[config.mk]
export PLATFORM = sky130hd
export DESIGN_NAME = rob_entry_allocator
export DESIGN_NICKNAME = d
export VERILOG_FILES = /design/src/rtl/rob_entry_allocator.sv
export SDC_FILE = /design/constraint.sdc
export NUM_CORES = 1
export LEC_CHECK = 0
export ABC_AREA = 1
export CORE_MARGIN = 2
export CORE_UTILIZATION = 51
export DETAILED_ROUTE_END_ITERATION = 7
export PLACE_DENSITY = 0.85
export SLEW_MARGIN = 30
export SYNTH_ARGS = -nofsm -noshare
export SYNTH_HDL_FRONTEND = slang
export SYNTH_SLANG_ARGS = --single-unit
[constraint.sdc]
create_clock -name clk -period 7.3 [get_ports clk]
set_input_delay 0.73 -clock clk [delete_from_list [all_inputs] [get_ports clk]]
set_output_delay 0.73 -clock clk [all_outputs]
set_load 0.03 [all_outputs]
[src/rtl/rob_entry_allocator.sv]
`default_nettype none
// ============================================================================
// Module      : rob_entry_allocator
// Description : Circular ROB index allocator. Hands out WIDTH-entry groups,
//               reclaims in order on commit, collapses on flush.
//               Optional stats ports enabled by ROB_ALLOC_STATS_EN.
// Revision    : 1.0
// ============================================================================
module rob_entry_allocator #(
  parameter int DEPTH = 32,
  parameter int IDX_W = 5,
  parameter int WIDTH = 4,
  parameter int CNT_W = 6
) (
  input  logic                   clk,
  input  logic                   rst,
  input  logic                   alloc_ready,
  output logic                   alloc_valid,
  output logic [WIDTH*IDX_W-1:0] rob_entries,
  input  logic [2:0]             commit_count,
  input  logic                   flush,
  output logic [IDX_W-1:0]       head_idx,
  output logic [CNT_W-1:0]       occupancy,
  output logic                   empty,
  output logic                   full,
  output logic                   underflow_err
`ifdef ROB_ALLOC_STATS_EN
  ,
  output logic [15:0]            stall_cycles,
  output logic [CNT_W-1:0]       occ_hwm
`endif
);

  localparam logic [CNT_W:0]   c_depth     = (CNT_W+1)'(DEPTH);
  localparam logic [CNT_W:0]   c_width     = (CNT_W+1)'(WIDTH);
  localparam logic [IDX_W-1:0] c_width_idx = IDX_W'(WIDTH);

  logic [IDX_W-1:0] r_head;
  logic [IDX_W-1:0] r_tail;
  logic [CNT_W-1:0] r_count;
  logic             r_err;

  logic [CNT_W:0]   w_count_ext;
  logic [CNT_W:0]   w_commit_ext;
  logic [CNT_W:0]   w_commit_clip;
  logic [CNT_W:0]   w_c_eff;
  logic [CNT_W:0]   w_free;
  logic [CNT_W:0]   w_count_next;
  logic [IDX_W-1:0] w_head_next;
  logic             w_fire;
  logic             w_err_set;

  // All arithmetic is one bit wider than the counter so DEPTH itself and
  // intermediate sums are representable without wrap.
  assign w_count_ext   = {1'b0, r_count};
  assign w_commit_ext  = (CNT_W+1)'(commit_count);
  assign w_commit_clip = (w_commit_ext > c_width) ? c_width : w_commit_ext;
  assign w_c_eff       = (w_commit_clip > w_count_ext) ? w_count_ext : w_commit_clip;
  assign w_err_set     = (w_commit_ext > w_count_ext) || (w_commit_ext > c_width);
  assign w_free        = c_depth - w_count_ext;

  // Same-cycle commits are deliberately not bypassed into alloc_valid.
  assign alloc_valid   = !flush && (w_free >= c_width);
  assign w_fire        = alloc_valid && alloc_ready;
  assign w_head_next   = IDX_W'(r_head + w_c_eff);
  assign w_count_next  = w_count_ext + (w_fire ? c_width : '0) - w_c_eff;

  always_ff @(posedge clk or posedge rst) begin
    if (rst) begin
      r_head  <= '0;
      r_tail  <= '0;
      r_count <= '0;
      r_err   <= 1'b0;
    end else begin
      r_err  <= r_err | w_err_set;
      r_head <= w_head_next;
      if (flush) begin
        r_tail  <= w_head_next;
        r_count <= '0;
      end else begin
        if (w_fire) begin
          r_tail <= r_tail + c_width_idx;
        end
        r_count <= CNT_W'(w_count_next);
      end
    end
  end

  // Each slot wraps independently so an unaligned group may straddle DEPTH-1 -> 0.
  for (genvar i = 0; i < WIDTH; i++) begin : g_slot
    assign rob_entries[i*IDX_W +: IDX_W] = r_tail + IDX_W'(i);
  end

  assign head_idx      = r_head;
  assign occupancy     = r_count;
  assign empty         = (r_count == '0);
  assign full          = (r_count == CNT_W'(DEPTH));
  assign underflow_err = r_err;

`ifdef ROB_ALLOC_STATS_EN
  logic [15:0]      r_stall;
  logic [CNT_W-1:0] r_hwm;
  logic [CNT_W-1:0] w_occ_next;
  logic             w_stall;

  assign w_stall    = alloc_ready && !alloc_valid && !flush;
  assign w_occ_next = flush ? '0 : CNT_W'(w_count_next);

  always_ff @(posedge clk or posedge rst) begin
    if (rst) begin
      r_stall <= '0;
      r_hwm   <= '0;
    end else begin
      if (w_stall && (r_stall != 16'hFFFF)) begin
        r_stall <= r_stall + 16'd1;
      end
      if (w_occ_next > r_hwm) begin
        r_hwm <= w_occ_next;
      end
    end
  end

  assign stall_cycles = r_stall;
  assign occ_hwm      = r_hwm;
`endif

endmodule
`default_nettype wire

* After elaboration in Yosys (flattened, before gate mapping)
Index checks and enable logic that the tools add are counted.
** Word-level totals
- Output and inout bits :: 35
- Word-level logic and storage cells :: 30
- Input port bits :: 7
- Register bits :: 17
** Cells by class
- Multiplexer cells :: 6
- Add/sub/neg operators :: 8
- Reductions and logical operators :: 6
- Eq/ne operators :: 1
- Magnitude comparators :: 4
- Bitwise gates (word level) :: 1
** Operators by type and width (count)
- $gt 3x6->1 :: 2
- $mux 6 :: 2
- $add 5x2->5 const B :: 2
- $mux 5 :: 2
- $ge 7x3->1 const B :: 1
- $sub 6x6->7 const A :: 1
- $add 6x3->6 :: 1
- $eq 6x6->1 const B :: 1
- $logic_not 6->1 :: 1
- $mux 3 :: 2
- $sub 6x6->6 :: 1
- $add 5x1->5 const B :: 1
- $add 5x3->5 const B :: 1
- $add 5x5->5 :: 1
- $gt 3x3->1 const B :: 1
- $logic_and 1x1->1 :: 2
- $reduce_bool 2->1 :: 1
- $logic_not 1->1 :: 1
- $logic_or 1x1->1 :: 1
- $or 1x1->1 :: 1

* Logic depth before layout (Yosys ltp)
- Word-level depth :: 8
- Depth in mapped cells :: 20
- Gate-level depth less buffers :: 20

* Least setup slack after synthesis
OpenSTA, ideal clock, no wires.
- Kind :: input to register
- Start point :: input commit_count[1]
- End point :: register r_count[5] (netlist: occupancy[5])
- Arrival :: 3175 ps
- Required time :: 7169 ps
- Stages on the path :: 16
- Library setup time :: 131 ps
- Buffers on the path :: 0
- Setup slack :: 3994 ps
- Path through :: inv_1 > a21oi_1 > nor2_1 > ha_1 > a21oi_1 > o21ai_2 > nand2_4 > nand2_4 > o21a_1 > fa_1 > inv_1 > fa_1 > nand3_1 > nand2_1 > xor2_1 > nor2_1
** On the way
- Word-level cells in the longest chain between the ends :: 6
** RTL lines
- from (decl) :: RTL line 20 : input logic [2:0] commit_count,
- $gt 3x3->1 :: RTL line 57 : assign w_commit_clip = (w_commit_ext > c_width) ? c_width : w_commit_ext;
- $mux 3 (*) :: RTL line 57
- $gt 3x6->1 :: RTL line 58 : assign w_c_eff = (w_commit_clip > w_count_ext) ? w_count_ext : w_commit_clip;
- $mux 6 (*) :: RTL line 58
- $sub 6x6->6 (*) :: RTL line 66 : assign w_count_next = w_count_ext + (w_fire ? c_width : '0) - w_c_eff;
- $mux 6 (*) :: RTL line 77 : if (flush) begin
- to (signal assigned) :: RTL line 84 : r_count <= CNT_W'(w_count_next);
- to (decl) :: RTL line 40 : logic [CNT_W-1:0] r_count;
Mark *: on every way between the ends. The rest lies on a longest branch, timed or not.
A chain may end at the register's enable or synchronous reset.

* Final worst setup path
Ends and elaborated chain as after synthesis.

==> results.sh <==
export IMPL_yosysWarningCount=0
export IMPL_grt_first_pass_wirelength_um=5440
export IMPL_drive_above_1_share_pct=8.97
export IMPL_die_area_mm2=0.00332
export IMPL_first_iter_violations=39
export IMPL_start_kind="primary input"
export IMPL_maxCapViolations=0
export IMPL_crit_fanout=5
export IMPL_finalSetupViolCount=0
export IMPL_place_inst=250
export IMPL_nets=254
export IMPL_crit_buf_inv=3
export IMPL_die_width_um=57.6
export IMPL_reg2reg_to="occupancy[5]"
export IMPL_vias=1271
export IMPL_grt_max_degree=18
export IMPL_cp_arrival_ps=3940
export IMPL_crit_path_end_kind="flip-flop"
export IMPL_worstReg2RegStart="occupancy[1]"
export IMPL_finalCritPeriodShare_pct=51.5
export IMPL_ant_nets=0
export IMPL_hold_viol_final=0
export IMPL_io_buffers=41
export IMPL_post_dp_hpwl_um=2550
export IMPL_cts_tree="built"
export IMPL_maxSlewHeadroom_pct=57.9
export IMPL_r2r_setup_slack_ps=4270
export IMPL_synth_area_mm2=0.00147
export IMPL_multi_input_area_um2=893
export IMPL_critPathKind="in2reg"
export IMPL_rows=19
export IMPL_path_delay_family="adder cells"
export IMPL_cpMaxStageDelayCell="fa_1"
export IMPL_worstMarginPinSlew_ps=631
export IMPL_worstPathRequired_ps=7480
export IMPL_viasPerCell=5.00
export IMPL_syn_avg_cell_area_um2=8.02
export IMPL_post_cts_buffers=0
export IMPL_cts_resized_gates=0
export IMPL_synth_top_area_cell="dfrtp_1"
export IMPL_synthesis_nets=213
export IMPL_slowest_delay_ps=500
export IMPL_seqCellArea_um2=425
export IMPL_syn_inst=183
export IMPL_cp_depth=17
export IMPL_timing_final_crit_period_ps=3760
export IMPL_core_mm2=0.00273
export IMPL_clock_latency_ps=300
export IMPL_grt_overflow_total=0
export IMPL_placed_area_mm2=0.00189
export IMPL_outcome="completed"
export IMPL_finalClockSkew_ps=4.12
export IMPL_firstDrtPassIters=4
export IMPL_die_y_um=57.6
export IMPL_fmax_ghz=0.266
export IMPL_tns_ps=0
export IMPL_min_delay_path_depth=2
export IMPL_synthDistinctLibCells=29
export IMPL_antennaDiodeCount=0
export IMPL_initial_core_util_pct=53.7
export IMPL_r2r_cells=14
export IMPL_antenna_found_initial=0
export IMPL_hold_end="underflow_err"
export IMPL_maxSlewViolCount=0
export IMPL_ios=42
export IMPL_worstHoldStart="underflow_err"
export IMPL_syn2layout_area_growth_pct=30.5
export IMPL_drt_wirelength_per_cell_um=12.2
export IMPL_n_fill_cell=215
export IMPL_finalWirelength_um=3090
export IMPL_ys_top_cells_by_area="dfrtp_1 29%, ha_1 17%, nand2_1 9.5%"
export IMPL_gp_congestion=0.831
export IMPL_cts_buffers=3
export IMPL_remaining_drc_errors=0
export IMPL_cts_max_level=1
export IMPL_final_area_mm2=0.00192
export IMPL_yosysTopAreaCellShare_pct=29.0
export IMPL_worstPathCellList="clkdlybuf4s50_1 -> inv_1 -> a21oi_1 -> nor2_1 -> ha_1 -> a21oi_1 -> o21ai_2 -> nand2_4 -> nand2_4 -> o21a_1 -> fa_1 -> inv_1 -> fa_1 -> nand3_1 -> nand2_1 -> xor2_1 -> nor2_1"
export IMPL_root_buffer="clkbuf_4"
export IMPL_hold_class="reg2reg"
export IMPL_seq_area_frac_synth_pct=29.0
export IMPL_fin_cells=254
export IMPL_hold_buffers=0
export IMPL_clk_pin_slew_ps=90
export IMPL_rsz0062_at_grt="no"
export IMPL_clock_sinks=17
export IMPL_ctsLongestPathBuffers=2
export IMPL_ys_ff_latch=17
export IMPL_track_usage_pct=21.2
export IMPL_grt_pass1_vias=1257
layer usage:
layer	global-route usage, %	up-vias	wire, um
met5	0	-	0
met4	8.64	0	41
met3	4.91	5	125
met2	34.7	23	1570
met1	27.2	584	1360
li1	-	659	-
placed cells by master, fill, tap and decap left out, types with 4 or more instances in the layout:
| cell | synthesis | routed |
|---|---|---|
| xnor2_1 | 4 | 4 |
| xor2_1 | 5 | 5 |
| nor2_1 | 14 | 14 |
| a21oi_1 | 9 | 9 |
| nand2_1 | 37 | 37 |
| dfrtp_1 | 17 | 17 |
| clkdlybuf4s50_1 | 0 | 41 |
| nand3_1 | 10 | 10 |
| inv_1 | 28 | 28 |
| ha_1 | 20 | 20 |
| o21ai_0 | 9 | 9 |
synth_stat cells:
library cell / count
nand2_1: 37
inv_1: 28
ha_1: 20
dfrtp_1: 17
nor2_1: 14
nand3_1: 10
a21oi_1: 9
o21ai_0: 9
xor2_1: 5
xnor2_1: 4
fa_1: 3
inv_2: 3
nand3_2: 3
buf_4: 2
clkbuf_1: 2
nand2_2: 2
nand2_4: 2
o21ai_2: 2
a32o_1: 1
and2_1: 1
buf_2: 1
clkinv_2: 1
conb_1: 1
nand3_4: 1
nor2_4: 1
o21a_1: 1
o21bai_1: 1
o22ai_4: 1
or2_2: 1
state kept, by name, indices dropped and copies added, names as in the netlist:
signal,cells
r_tail,5
head_idx,5
underflow_err,1
occupancy,6
cell type report:
| class | count | area share, % |
|---|---|---|
| Clock buffer | 4 | 1.37 |
| Sequential cell | 17 | 22.2 |
| Inverter | 32 | 6.34 |
| Timing Repair Buffer | 41 | 21.4 |
| Multi-Input combinational cell | 129 | 46.6 |
| Tap cell | 31 | 2.02 |
tightest hold or removal path, delay by kind of cell (launching register included):
| family | cells | cell delay (ps) |
|---|---|---|
| AND/OR/NAND/NOR | 2 | 100 |
| flip-flops | 1 | 360 |
cell families (layout without fill, tap and decap cells):
kind of cell	count (synthesis)	count (layout)	synth area share, %
XOR/XNOR	9	9	5.37
buffers and inverters	37	77	10.1
AO/OA/AOI/OAI	24	24	10.4
AND/OR/NAND/NOR	72	72	23.7
adder cells (fa/ha/maj)	23	23	21.1
other	1	1	0.256
flip-flops	17	17	29.0
metrics by stage:
| step | hold WS, ps | worst slack (ps) | utilization [%] |
|---|---|---|---|
| floorplan | 653 | 3990 | - |
| global placement | 480 | 3420 | 69.1 |
| detailed placement | 469 | 3210 | 69.1 |
| CTS | 496 | 3550 | 70.1 |
| global route | 508 | 3330 | 70.1 |
| finish | 485 | 3540 | 70.1 |
worst max path at each step:
stage                     slack [ps]           end            start
after floorplan                 3990  occupancy[5]  commit_count[1]
after global placement          3420  occupancy[5]  commit_count[1]
after detailed placement        3210  occupancy[5]  commit_count[1]
after CTS                       3550  occupancy[5]  commit_count[1]
after global routing            3330  occupancy[5]  commit_count[1]
final                           3540  occupancy[5]  commit_count[1]
Power is left out: the tool's default activity adds up to more than one toggle a clock period on the data nets, which glitch-free logic cannot reach.
